## config.mk

```make
export PLATFORM = sky130hd
export DESIGN_NAME = seg7_scan_ctrl
export DESIGN_NICKNAME = d
export VERILOG_FILES = /design/src/rtl/seg7_scan_ctrl.sv
export SDC_FILE = /design/constraint.sdc
export NUM_CORES = 1
export LEC_CHECK = 0
export CAP_MARGIN = 25
export CORE_UTILIZATION = 42
export DETAILED_ROUTE_END_ITERATION = 8
export DONT_BUFFER_PORTS = 1
export GPL_ROUTABILITY_DRIVEN = 0
export HOLD_SLACK_MARGIN = 0.06
export PLACE_DENSITY = 0.57
export RECOVER_POWER = 50
export SETUP_SLACK_MARGIN = 0.4
export SYNTH_ARGS = -nofsm -noshare
export SYNTH_HDL_FRONTEND = slang
export SYNTH_SLANG_ARGS = --single-unit
```

## constraint.sdc

```tcl
create_clock -name clk -period 6.08 [get_ports clk]
set_input_delay 1.824 -clock clk [delete_from_list [all_inputs] [get_ports clk]]
set_output_delay 1.824 -clock clk [all_outputs]
set_load 0.03 [all_outputs]
```

## src/rtl/seg7_scan_ctrl.sv

```systemverilog
// Four-digit seven-segment scan controller: steps one digit per slot, drives active-low anodes,
// and swaps in newly loaded values only at frame boundaries so the display never tears.
module seg7_scan_ctrl #(
   parameter int REFRESH_DIV  = 100000,
   parameter int BLANK_CYCLES = 1000
) (
   input  logic        clk,
   input  logic        rst_n,
   input  logic        enable,
   input  logic        load,
   input  logic [15:0] value_in,
   input  logic        blank_lz,
   output logic [3:0]  x_out,
   output logic [3:0]  an,
   output logic [1:0]  digit_sel,
   output logic        pending,
   output logic        frame_tick
);

   localparam int             CNT_W     = (REFRESH_DIV > 2) ? $clog2(REFRESH_DIV) : 1;
   localparam logic [CNT_W-1:0] CNT_MAX   = CNT_W'(REFRESH_DIV - 1);
   localparam logic [CNT_W-1:0] BLANK_LIM = CNT_W'(BLANK_CYCLES);

   logic [CNT_W-1:0] r_cnt;
   logic [1:0]       r_digit;
   logic [15:0]      r_active;
   logic [15:0]      r_shadow;
   logic             r_pending;
   logic             r_frame_tick;
   logic             r_en;
   logic             r_blank_lz;

   logic             w_slot_end;
   logic             w_commit;
   logic             w_in_blank;
   logic             w_suppress;
   logic [3:0]       w_nib_zero;
   logic [3:0]       w_lz;
   logic [3:0]       w_an_lit;

   assign w_slot_end = enable && (r_cnt == CNT_MAX);
   assign w_commit   = w_slot_end && (r_digit == 2'd3);

   always_ff @(posedge clk or negedge rst_n) begin
      if (!rst_n) begin
         r_cnt   <= '0;
         r_digit <= 2'd0;
      end else if (enable) begin
         if (r_cnt == CNT_MAX) begin
            r_cnt   <= '0;
            r_digit <= r_digit + 2'd1;
         end else begin
            r_cnt <= r_cnt + 1'b1;
         end
      end
   end

   // A load landing on the commit cycle bypasses the shadow and goes straight to the display.
   always_ff @(posedge clk or negedge rst_n) begin
      if (!rst_n) begin
         r_active  <= 16'h0000;
         r_shadow  <= 16'h0000;
         r_pending <= 1'b0;
      end else begin
         if (load) begin
            r_shadow <= value_in;
         end
         if (w_commit) begin
            if (load) begin
               r_active <= value_in;
            end else if (r_pending) begin
               r_active <= r_shadow;
            end
            r_pending <= 1'b0;
         end else if (load) begin
            r_pending <= 1'b1;
         end
      end
   end

   // enable and blank_lz are registered so every output depends on state only.
   always_ff @(posedge clk or negedge rst_n) begin
      if (!rst_n) begin
         r_frame_tick <= 1'b0;
         r_en         <= 1'b0;
         r_blank_lz   <= 1'b0;
      end else begin
         r_frame_tick <= w_commit;
         r_en         <= enable;
         r_blank_lz   <= blank_lz;
      end
   end

   genvar gi;
   generate
      for (gi = 0; gi < 4; gi++) begin : g_digit
         assign w_nib_zero[gi] = (r_active[gi*4 +: 4] == 4'h0);
         assign w_an_lit[gi]   = (r_digit != 2'(gi));
      end
      // A digit is a leading zero when it and every digit to its left are zero.
      assign w_lz[3] = w_nib_zero[3];
      for (gi = 1; gi < 3; gi++) begin : g_lz
         assign w_lz[gi] = w_nib_zero[gi] & w_lz[gi+1];
      end
      assign w_lz[0] = 1'b0;
   endgenerate

   assign w_in_blank = (r_cnt < BLANK_LIM);
   assign w_suppress = r_blank_lz & w_lz[r_digit];

   always_comb begin
      an = 4'b1111;
      if (r_en && !w_in_blank && !w_suppress) begin
         an = w_an_lit;
      end
   end

   assign x_out      = r_active[{r_digit, 2'b00} +: 4];
   assign digit_sel  = r_digit;
   assign pending    = r_pending;
   assign frame_tick = r_frame_tick;

endmodule

```

# Word level (Yosys, flattened, before mapping)
# Cells that the tools add are included.
[totals]
ff_bits = 55
latch_bits = 0
ram_bits = 0
mem_bits_ro = 0
input_bits = 21
output_inout_bits = 12
word_cells = 43
n_memories = 0
[classes]
add_sub_neg = 2
mul = 0
div = 0
magnitude_cmp = 2
eq_ne = 5
shifts = 1
mux = 8
bitwise = 3
reduce_logical = 14
[op_table]
columns = ["op", "n"]
rows = [
  ["$mux W16", 2],
  ["$add A17 B1 Y17 const B", 1],
  ["$eq A17 B17 Y1 const B", 1],
  ["$lt A17 B10 Y1 const B", 1],
  ["$mux W17", 1],
  ["$shiftx A16 B5 Y4", 1],
  ["$logic_not A4 Y1", 3],
  ["$reduce_bool A2 Y1", 3],
  ["$logic_and A1 B1 Y1", 4],
  ["$mux W4", 1],
  ["$ne A2 B2 Y1 const B", 2],
  ["$reduce_and A2 Y1", 2],
  ["$and A1 B1 Y1", 3],
  ["$lt A2 B3 Y1 const B", 1],
  ["$mux W1", 3],
  ["$add A2 B1 Y2 const B", 1],
  ["$bmux W1 S2", 1],
  ["$eq A2 B2 Y1 const B", 1],
  ["$logic_not A1 Y1", 2],
  ["$ne A2 B1 Y1 const B", 1],
]

# Logic depth before layout (Yosys ltp)
# Gate-level depths: netlist (run 1).
[depth]
word_depth = 9
depth_mapped = 7
ltp_nobuf = 5

# Worst setup path after synthesis (run 1)
# Ideal clock, no wire load.
[synth_timing]
path_type = "reg2out"
start = "register r_digit[0], in the netlist digit_sel[0]"
end = "output port x_out[0]"
arrival_ps = 1476
required_time_ps = 4256
slack_ps = 2780
stages_incl_launch_ff = 3
n_path_buf = 1
cell_sequence = "dfrtp_1 -> clkbuf_1 -> mux4_2"
[synth_via]
elab_chain_cells = 1
[synth_lines]
columns = ["item", "line", "text"]
rows = [
  ["start: declaration", "25", "logic [1:0] r_digit;"],
  ["start signal: assignment", "51", "r_digit <= r_digit + 2'd1;"],
  ["$shiftx A16 B5 Y4", "118", "assign x_out = r_active[{r_digit, 2'b00} +: 4];"],
  ["end: declaration", "13", "output logic [3:0] x_out,"],
]
# Every way passes these cells.

# Worst setup path in the final report (run 1)
[layout_timing]
start = "register r_active[9]"
end = "output port an[3]"
[layout_via]
elab_chain_cells = 9
[layout_lines]
columns = ["item", "line", "text"]
rows = [
  ["start: declaration", "26", "logic [15:0] r_active;"],
  ["start signal: assignment", "70", "r_active <= value_in;"],
  ["start signal: assignment", "72", "r_active <= r_shadow;"],
  ["$logic_not A4 Y1 (*)", "97", "assign w_nib_zero[gi] = (r_active[gi*4 +: 4] == 4'h0);"],
  ["$and A1 B1 Y1 (*)", "103", "assign w_lz[gi] = w_nib_zero[gi] & w_lz[gi+1];"],
  ["$and A1 B1 Y1", "103", ""],
  ["$bmux W1 S2 (*)", "109", "assign w_suppress = r_blank_lz & w_lz[r_digit];"],
  ["$mux W1 (not written as such) (*)", "109", ""],
  ["$and A1 B1 Y1 (*)", "109", ""],
  ["$logic_not A1 Y1 (*)", "113", "if (r_en && !w_in_blank && !w_suppress) begin"],
  ["$logic_and A1 B1 Y1 (*)", "113", ""],
  ["$mux W4 (*)", "113", ""],
  ["end: declaration", "14", "output logic [3:0] an,"],
]
# Every way passes the cells marked *; elsewhere a longest branch is shown, timed or not. The select of a mux whose other input is x is not followed.

==> results of run 1 <==
[registers in the layout, indices dropped and copies added (netlist names)]
name and flops:
r_shadow 16, r_cnt 17, frame_tick 1, digit_sel 2, r_en 1, r_active 16
pending 1, r_blank_lz 1
[cell families (layout without fill, tap and decap cells)]
logic type / after synthesis / count (layout) / synth area share (%)
compound gates: 12 / 12 / 2.90
xor+xnor: 13 / 13 / 4.47
fa+ha+maj: 5 / 5 / 2.46
buf+inv: 13 / 13 / 3.05
flops: 55 / 55 / 54.1
mux: 38 / 38 / 20.0
simple gates: 59 / 59 / 13.0
[power by group through the flow]
| stage | registers, µW | clock network [µW] | logic [µW] |
|---|---|---|---|
| after floorplan | 424 | 0 | 59.3 |
| after global placement | 429 | 0 | 64.9 |
| after detailed placement | 432 | 0 | 68.1 |
| after CTS | 424 | 207 | 68.8 |
| after global routing | 430 | 221 | 76.8 |
| final | 425 | 197 | 67.5 |
[stage by stage]
step,util (%),worst slack (ns)
2_1_floorplan,-,2.78
3_3_place_gp,45.5,2.73
3_5_place_dp,45.5,2.74
4_1_cts,47.0,2.41
5_1_grt,47.0,2.32
6_report,47.0,2.43
[path summary, 6_finish.rpt]
| check | startpoint | to | slack (ns) | depth (start not counted) |
|---|---|---|---|---|
| min in group asynchronous | rst_n | r_shadow[4] | 1.20 | 0 |
| max in group asynchronous | rst_n | r_cnt[8] | 4.78 | 0 |
| hold reg to reg | r_shadow[1] | r_shadow[1] | 0.50 | 1 |
| setup / recovery | r_active[9] | an[3] | 2.43 | 4 |
| setup reg to reg | r_cnt[0] | r_active[8] | 3.43 | 5 |
| hold / removal | r_shadow[1] | r_shadow[1] | 0.50 | 1 |
[Yosys cell counts, types with 2 or more instances]
cell,n,share of area (%)
mux2_2,24,11
a21o_1,2,0.59
and2_1,3,0.74
clkbuf_1,3,0.44
dfrtp_1,55,54
xor2_1,2,0.69
nor4_1,6,1.5
xnor2_1,11,3.8
nand2b_1,2,0.49
ha_1,5,2.5
o21ai_0,4,0.79
nand3_1,15,2.9
and3_1,4,0.98
nor2_1,8,1.2
nand2_1,9,1.3
mux4_2,4,3.5
mux2_4,10,5.9
inv_1,6,0.88
nor3_1,4,0.79
a21oi_1,3,0.59
nand4_1,4,0.98
[area by class of cell]
cell class / count / area [µm²]
fill: 518 / 3010
sequential: 55 / 1380
tap: 72 / 90.1
clock inverter: 2 / 16.3
clock buffer: 5 / 68.8
inverter: 6 / 22.5
multi-input combinational: 127 / 1090
[metal layers]
| metal | global-route usage (%) | vias up |
|---|---|---|
| li1 | - | 693 |
| met1 | 21.7 | 777 |
| met2 | 24.2 | 33 |
| met3 | 3.54 | 5 |
| met4 | 6.61 | 0 |
| met5 | 0 | - |
==> results.json, run 1 <==
{
  "outcome": "complete, no violations",
  "power-per-cell-area_nw_per_um2": 259,
  "rsz0062_at_grt": "false",
  "hold_viol_final": 0,
  "worstPathRequired_ns": 4.26,
  "via_per_inst": 5.65,
  "wl_met3_um": 155,
  "post_cts_buffers": 0,
  "route.detailed.drc": 0,
  "port_buffers": 0,
  "p_comb_share_pct": 9.8,
  "drv_cap": 0,
  "root_buffer": "clkbuf_8",
  "post_cts_resized": 0,
  "clockBufferDepth": 2,
  "clk_pin_slew_ns": 0.10,
  "grt_start_max_net_pins": 56,
  "setup-tns-final_ns": 0,
  "antenna_found_initial": 0,
  "grt_first_pass_wirelength_um": 7700,
  "route.final.wire_length_um": 4550,
  "synth_edf_count": 0,
  "wl_met2_um": 2060,
  "dp.cells": 260,
  "die_area_um2": 6380,
  "holdWs_ns": 0.504,
  "total_power_uw": 690,
  "power.switching_uw": 181,
  "cp_max_fo": 4,
  "p_clk_share_pct": 28.6,
  "final_cell_mix": "dfrtp_1, mux2_2, nand3_1",
  "drive_gt1_share_pct": 25.1,
  "antenna_cells": 0,
  "tightest_slew_ns": 0.898,
  "die_x_um": 79.9,
  "top_layer_used": "met4",
  "dr_total_vias": 1508,
  "leakage_uw": 0.00121,
  "finalCritPeriodShare_pct": 60.1,
  "skew_ns": 0.0139,
  "cp-end-kind": "output pin",
  "ir_worst_vdd_uv": 114,
  "fin_crit_ns": 3.65,
  "syn_nets": 221,
  "crit_chain": "nor4_1 > nand3_1 > a21o_1 > nand3_1",
  "ys.flop_type": "dfrtp_1",
  "avgRoutedWirePerCell_um": 17.0,
  "fin_nets": 221,
  "crit_type": "reg -> out",
  "overflow": 0,
  "cp_top_family": "simple AND/OR/NAND/NOR gates",
  "fin_area_um2": 2670,
  "drt-initial-drc-count": 61,
  "fmax_mhz": 274,
  "core-area_um2": 5680,
  "firstDrtPassIters": 4,
  "cts.htree.levels": 2,
  "place_area_um2": 2580,
  "async_flop_share_pct": 100,
  "hpwl_um": 3290,
  "num_io_pins": 33,
  "critical_path.most_common_cell": "nand3_1",
  "chipHeight_um": 79.9,
  "startpoint_type": "register",
  "finalSetupViolations": 0,
  "synthCells": 195,
  "layout_commonest_cell": "dfrtp_1",
  "final_antenna_net_count": 0,
  "ys_seq_area_share_pct": 54.1,
  "track_usage_pct": 15.9,
  "clkSinkCount": 55,
  "cp_slowest_cell": "dfrtp_1",
  "cp_slowest_stage_delay_ns": 0.42,
  "numCtsBuffers": 5,
  "relSlewSlack_pct": 40.1,
  "crit_buf_inv": 0,
  "slew_violations": 0,
  "swShare_pct": 26.2,
  "worst_hold_path_type": "reg -> reg",
  "rows": 27,
  "tritoncts": "built",
  "cts_hold_buf": 0,
  "yosys_warnings": 0,
  "final_cell_count_no_fill": 267,
  "syn_avg_cell_area_um2": 13.1,
  "worstPathArrival_ns": 1.83,
  "seqPwrFrac_pct": 61.6,
  "start_util_pct": 44.9,
  "netlist_area_um2": 2550,
  "ys_types": 32,
  "grt_pass1_vias": 1559,
  "syn_to_final_growth_pct": 4.72,
  "met1_length_um": 2270,
  "p_int_uw": 509,
  "clk_latency_ns": 0.31,
  "ys_seq_elements": 55
}
Note: power is estimated with default switching activity, not from simulation.
==> run 2: changes to the inputs <==
Clock period 6.08 ns to 3.66 ns, I/O delays scaled along.
==> run 2 against run 1 <==
  * Critical path depth down 1
  * Hold slack worse by 0.039 ns
  * Clock power up 140%
  * First-iteration DRC count up 64%
  * Die area unchanged
  * Non-clock buffer count unchanged
  * Flip-flop and latch count unchanged
  * Global-route usage up 0.86 points
  * Critical endpoint unchanged
  * Largest cell class unchanged
==> results.json, run 2 (synthesized netlist as in run 1, its figures left out) <==
{
  "hpwl_um": 3350,
  "via_per_inst": 5.71,
  "antenna_found_initial": 0,
  "skew_ns": 0.00491,
  "rsz0062_at_grt": "false",
  "clkSinkCount": 55,
  "antenna_cells": 0,
  "avgRoutedWirePerCell_um": 17.5,
  "grt_start_max_net_pins": 56,
  "route.final.wire_length_um": 4700,
  "drv_cap": 0,
  "top_register": "r_cnt",
  "root_buffer": "clkbuf_8",
  "clockBufferDepth": 2,
  "final_antenna_net_count": 0,
  "firstDrtPassIters": 4,
  "num_io_pins": 33,
  "numCtsBuffers": 5,
  "cts.htree.levels": 2,
  "power-per-cell-area_nw_per_um2": 476,
  "leakage_uw": 0.00124,
  "post_cts_resized": 0,
  "fin_nets": 221,
  "tightest_slew_ns": 0.886,
  "hold_viol_final": 0,
  "final_cell_mix": "dfrtp_1, mux2_2, nand3_1",
  "crit_chain": "o21ai_0 > a21o_1 > nand3_1",
  "ir_worst_vdd_uv": 189,
  "grt_first_pass_wirelength_um": 8020,
  "setup-tns-final_ns": 0,
  "die_x_um": 79.9,
  "rows": 27,
  "worstPathRequired_ns": 2.56,
  "fmax_mhz": 338,
  "drive_gt1_share_pct": 25.0,
  "track_usage_pct": 16.7,
  "chipHeight_um": 79.9,
  "clk_pin_slew_ns": 0.10,
  "holdWs_ns": 0.465,
  "cp_slowest_stage_delay_ns": 0.77,
  "worstPathArrival_ns": 1.86,
  "grt_pass1_vias": 1587,
  "cp_max_fo": 10,
  "post_cts_buffers": 0,
  "clk_latency_ns": 0.31,
  "overflow": 0,
  "finalSetupViolations": 0,
  "start_util_pct": 44.9,
  "fin_crit_ns": 2.96,
  "route.detailed.drc": 0,
  "core-area_um2": 5680,
  "slew_violations": 0,
  "cp-end-kind": "output pin",
  "top_regs": "r_cnt: 17 flops, r_active: 16 flops, r_shadow: 16 flops",
  "outcome": "complete, no violations",
  "drt-initial-drc-count": 100,
  "tritoncts": "built",
  "cts_hold_buf": 0,
  "layout_commonest_cell": "dfrtp_1",
  "syn_to_final_growth_pct": 6.58,
  "cp_slowest_cell": "dfrtp_1",
  "port_buffers": 0,
  "crit_type": "reg -> out",
  "largest_reg_flops": 17,
  "relSlewSlack_pct": 40.9,
  "finalCritPeriodShare_pct": 80.9,
  "dr_total_vias": 1529,
  "worst_hold_path_type": "in -> async",
  "startpoint_type": "register",
  "die_area_um2": 6380
}
[run 2: changes by cell type in the layout (fill, tap and decap cells not counted)]
cell	change
bufinv_16	+2
clkbuf_1	+1
clkinvlp_4	-1
inv_6	-1
[run 2: area by class of cell]
class | count | area [µm²]
flip-flops and latches | 55 | 1380
clock buffers | 6 | 72.6
multi-input cells | 127 | 1090
inverters | 6 | 22.5
well taps | 72 | 90.1
clock inverters | 2 | 60.1
fillers | 512 | 2960
[run 2: where the power goes]
| part | switching (µW) | internal (µW) |
|---|---|---|
| registers | 49.5 | 655 |
| clock network | 199 | 273 |
| logic | 57.0 | 57.1 |
[run 2: worst max-delay path: cells and delay by family (launching register included)]
kind,cells,cell delay [ns]
AOI/OAI and AO/OA,2,0.48
and+or+nand+nor,1,0.30
DFF,1,0.77
[run 2: worst paths after layout]
| path | startpoint | endpoint | slack (ns) | cells past startpoint |
|---|---|---|---|---|
| max in group asynchronous | rst_n | r_cnt[4] | 3.10 | 0 |
| hold reg to reg | r_shadow[1] | r_shadow[1] | 0.50 | 1 |
| setup reg to reg | r_cnt[0] | r_active[9] | 1.04 | 5 |
| setup / recovery | digit_sel[0] | an[3] | 0.70 | 3 |
| min in group clk | r_shadow[1] | r_shadow[1] | 0.50 | 1 |
| hold / removal | rst_n | r_shadow[4] | 0.46 | 0 |
[run 2: per-stage QoR]
step | util (%) | setup WS (ns) | power (µW) | cells | cell area, µm²
final | 47.8 | 0.701 | 1290 | 268 | 2710
after detailed placement | 45.5 | 1.03 | 831 | 260 | 2580
after global placement | 45.5 | 1.04 | 820 | 260 | 2580
after global routing | 47.8 | 0.584 | 1360 | 268 | 2710
after CTS | 47.8 | 0.685 | 1300 | 268 | 2710
after floorplan | - | 1.09 | 803 | 195 | 2550
[run 2: metal layers]
layer | vias to the layer above | GRT usage (%) | share of wire [%]
met5 | - | 0 | 0
met4 | 0 | 5.89 | 1.5
met3 | 8 | 4.57 | 5.2
met2 | 49 | 25.6 | 45
met1 | 780 | 22.7 | 49
li1 | 692 | - | -
==> run 3: changes to the inputs <==
Settings changed: PLACE_DENSITY 0.57 to 0.6.
Clock period 3.66 ns to 2.7 ns, I/O delays scaled along.
==> run 3 against run 2 <==
  * Sequential share of layout area shrank 2.5 points
  * Register-to-register slack lost 0.57 ns
  * Worst setup slack worse by 0.40 ns
  * Core utilization up 2.6 points
  * Clock power up 3%
  * Non-clock buffer count rose by 14
  * Total power up 25%
  * Global-route usage is 0.76 points lower
  * Wire length grew 0.34%
  * Largest power group unchanged
==> results.json, run 3 (synthesized netlist as in run 1, its figures left out) <==
{
  "via_per_inst": 5.55,
  "grt_first_pass_wirelength_um": 7650,
  "tritoncts": "built",
  "outcome": "complete, no violations",
  "power-per-cell-area_nw_per_um2": 563,
  "fin_nets": 235,
  "clk_latency_ns": 0.31,
  "antenna_found_initial": 0,
  "dr_total_vias": 1564,
  "root_buffer": "clkbuf_8",
  "numCtsBuffers": 5,
  "avgRoutedWirePerCell_um": 16.7,
  "cp_max_fo": 4,
  "drt-initial-drc-count": 101,
  "antenna_cells": 0,
  "slew_violations": 0,
  "fin_crit_ns": 2.40,
  "core-area_um2": 5680,
  "chipHeight_um": 79.9,
  "worst_hold_path_type": "in -> async",
  "worstPathRequired_ns": 1.89,
  "worstPathArrival_ns": 1.59,
  "crit_type": "reg -> out",
  "largest_reg_flops": 17,
  "rsz0062_at_grt": "true",
  "cts_hold_buf": 0,
  "layout_commonest_cell": "dfrtp_1",
  "relSlewSlack_pct": 53.7,
  "drive_gt1_share_pct": 35.7,
  "r2r_slack_ns": 0.47,
  "fillers": 464,
  "route.detailed.drc": 0,
  "r2r_start": "r_cnt[0]",
  "fin_area_um2": 2860,
  "skew_ns": 0.0123,
  "finalCritPeriodShare_pct": 88.7,
  "hpwl_um": 3260,
  "die_x_um": 79.9,
  "final_util_pct": 50.5,
  "die_area_um2": 6380,
  "clockBufferDepth": 2,
  "crit_chain": "nor4_2 > o21ai_0 > a21o_4 > nand3_4",
  "leakage_uw": 0.00129,
  "final_antenna_net_count": 0,
  "final_cell_mix": "dfrtp_1, mux2_2, buf_4",
  "crit_start": "r_active[8]",
  "clkSinkCount": 55,
  "grt_pass1_vias": 1571,
  "setup-tns-final_ns": 0,
  "drv_cap": 0,
  "cp_slowest_cell": "dfrtp_1",
  "num_io_pins": 33,
  "cp-end-kind": "output pin",
  "syn_to_final_growth_pct": 12.5,
  "fmax_mhz": 417,
  "grt_start_max_net_pins": 56,
  "place_area_um2": 2610,
  "rows": 27,
  "clk_pin_slew_ns": 0.10,
  "startpoint_type": "register",
  "r2r_end": "r_active[11]",
  "hold_viol_final": 0,
  "start_util_pct": 44.9,
  "cp_slowest_stage_delay_ns": 0.41,
  "tightest_slew_ns": 0.688,
  "port_buffers": 0,
  "firstDrtPassIters": 4,
  "finalSetupViolations": 0,
  "cts.htree.levels": 2,
  "total_power_uw": 1610,
  "reg2reg_depth": 6,
  "overflow": 0,
  "ir_worst_vdd_uv": 248,
  "route.final.wire_length_um": 4710,
  "top_register": "r_cnt",
  "track_usage_pct": 16.0,
  "top_regs": "r_cnt: 17 flops, r_active: 16 flops, r_shadow: 16 flops"
}
-- run 3: cell types whose count changed in the layout (fill, tap and decap cells not counted), moves of 4 or more --
cell | previous run | this run
buf_4 | 0 | 13
dfrtp_1 | 55 | 51
dfrtp_2 | 0 | 4
nand3_1 | 15 | 11
nand3_4 | 0 | 4
-- run 3: worst max-delay path, delay by kind of cell, from the launching register on --
kind	cells	cell delay, ns
flops	1	0.41
simple gates	2	0.44
compound gates	2	0.42
-- run 3: where the power goes --
part           internal, µW  switching (µW)  leakage (µW)
registers               889            67.9      0.000687
logic                  87.2            83.5      0.000555
clock network           215             270     0.0000522
total                  1190             422       0.00129
-- run 3: cell type report --
| class | instances | area, µm² | area share, % |
|---|---|---|---|
| sequential | 55 | 1380 | 48.2 |
| multi-input combinational | 127 | 1170 | 40.8 |
| timing repair buffer | 14 | 103 | 3.58 |
| tap | 72 | 90.1 | 3.15 |
| clock buffer | 6 | 82.6 | 2.88 |
| inverter | 6 | 22.5 | 0.786 |
| clock inverter | 2 | 17.5 | 0.612 |
-- run 3: routing by layer --
metal	track usage (%)	wire length, µm	share of wire [%]	vias up
li1	-	-	-	722
met1	20.7	2170	46	773
met2	25.2	2220	47	55
met3	4.00	233	4.9	14
met4	6.96	92	2.0	0
met5	0	0	0	-
-- run 3: worst max-delay path by stage --
| stage | slack, ns | end |
|---|---|---|
| 2_1_floorplan | 0.41 | x_out[0] |
| 3_3_place_gp | 0.45 | r_active[13] |
| 3_5_place_dp | 0.41 | an[0] |
| 4_1_cts | 0.30 | an[3] |
| 5_1_grt | 0.23 | an[1] |
| 6_report | 0.30 | an[1] |
-- run 3: what timing repair did --
item / CTS / global route
pin swaps: 9 / 5
endpoints found under the setup margin: 8 / 22
setup buffers: 5 / 5
gates resized for setup: 16 / 3
-- run 3: stage by stage --
step | cells | hold slack, ns | setup WS [ns]
floorplan | 195 | 0.469 | 0.414
global placement | 264 | 0.483 | 0.446
detailed placement | 264 | 0.486 | 0.414
CTS | 277 | 0.173 | 0.300
global route | 282 | 0.155 | 0.227
finish | 282 | 0.182 | 0.305
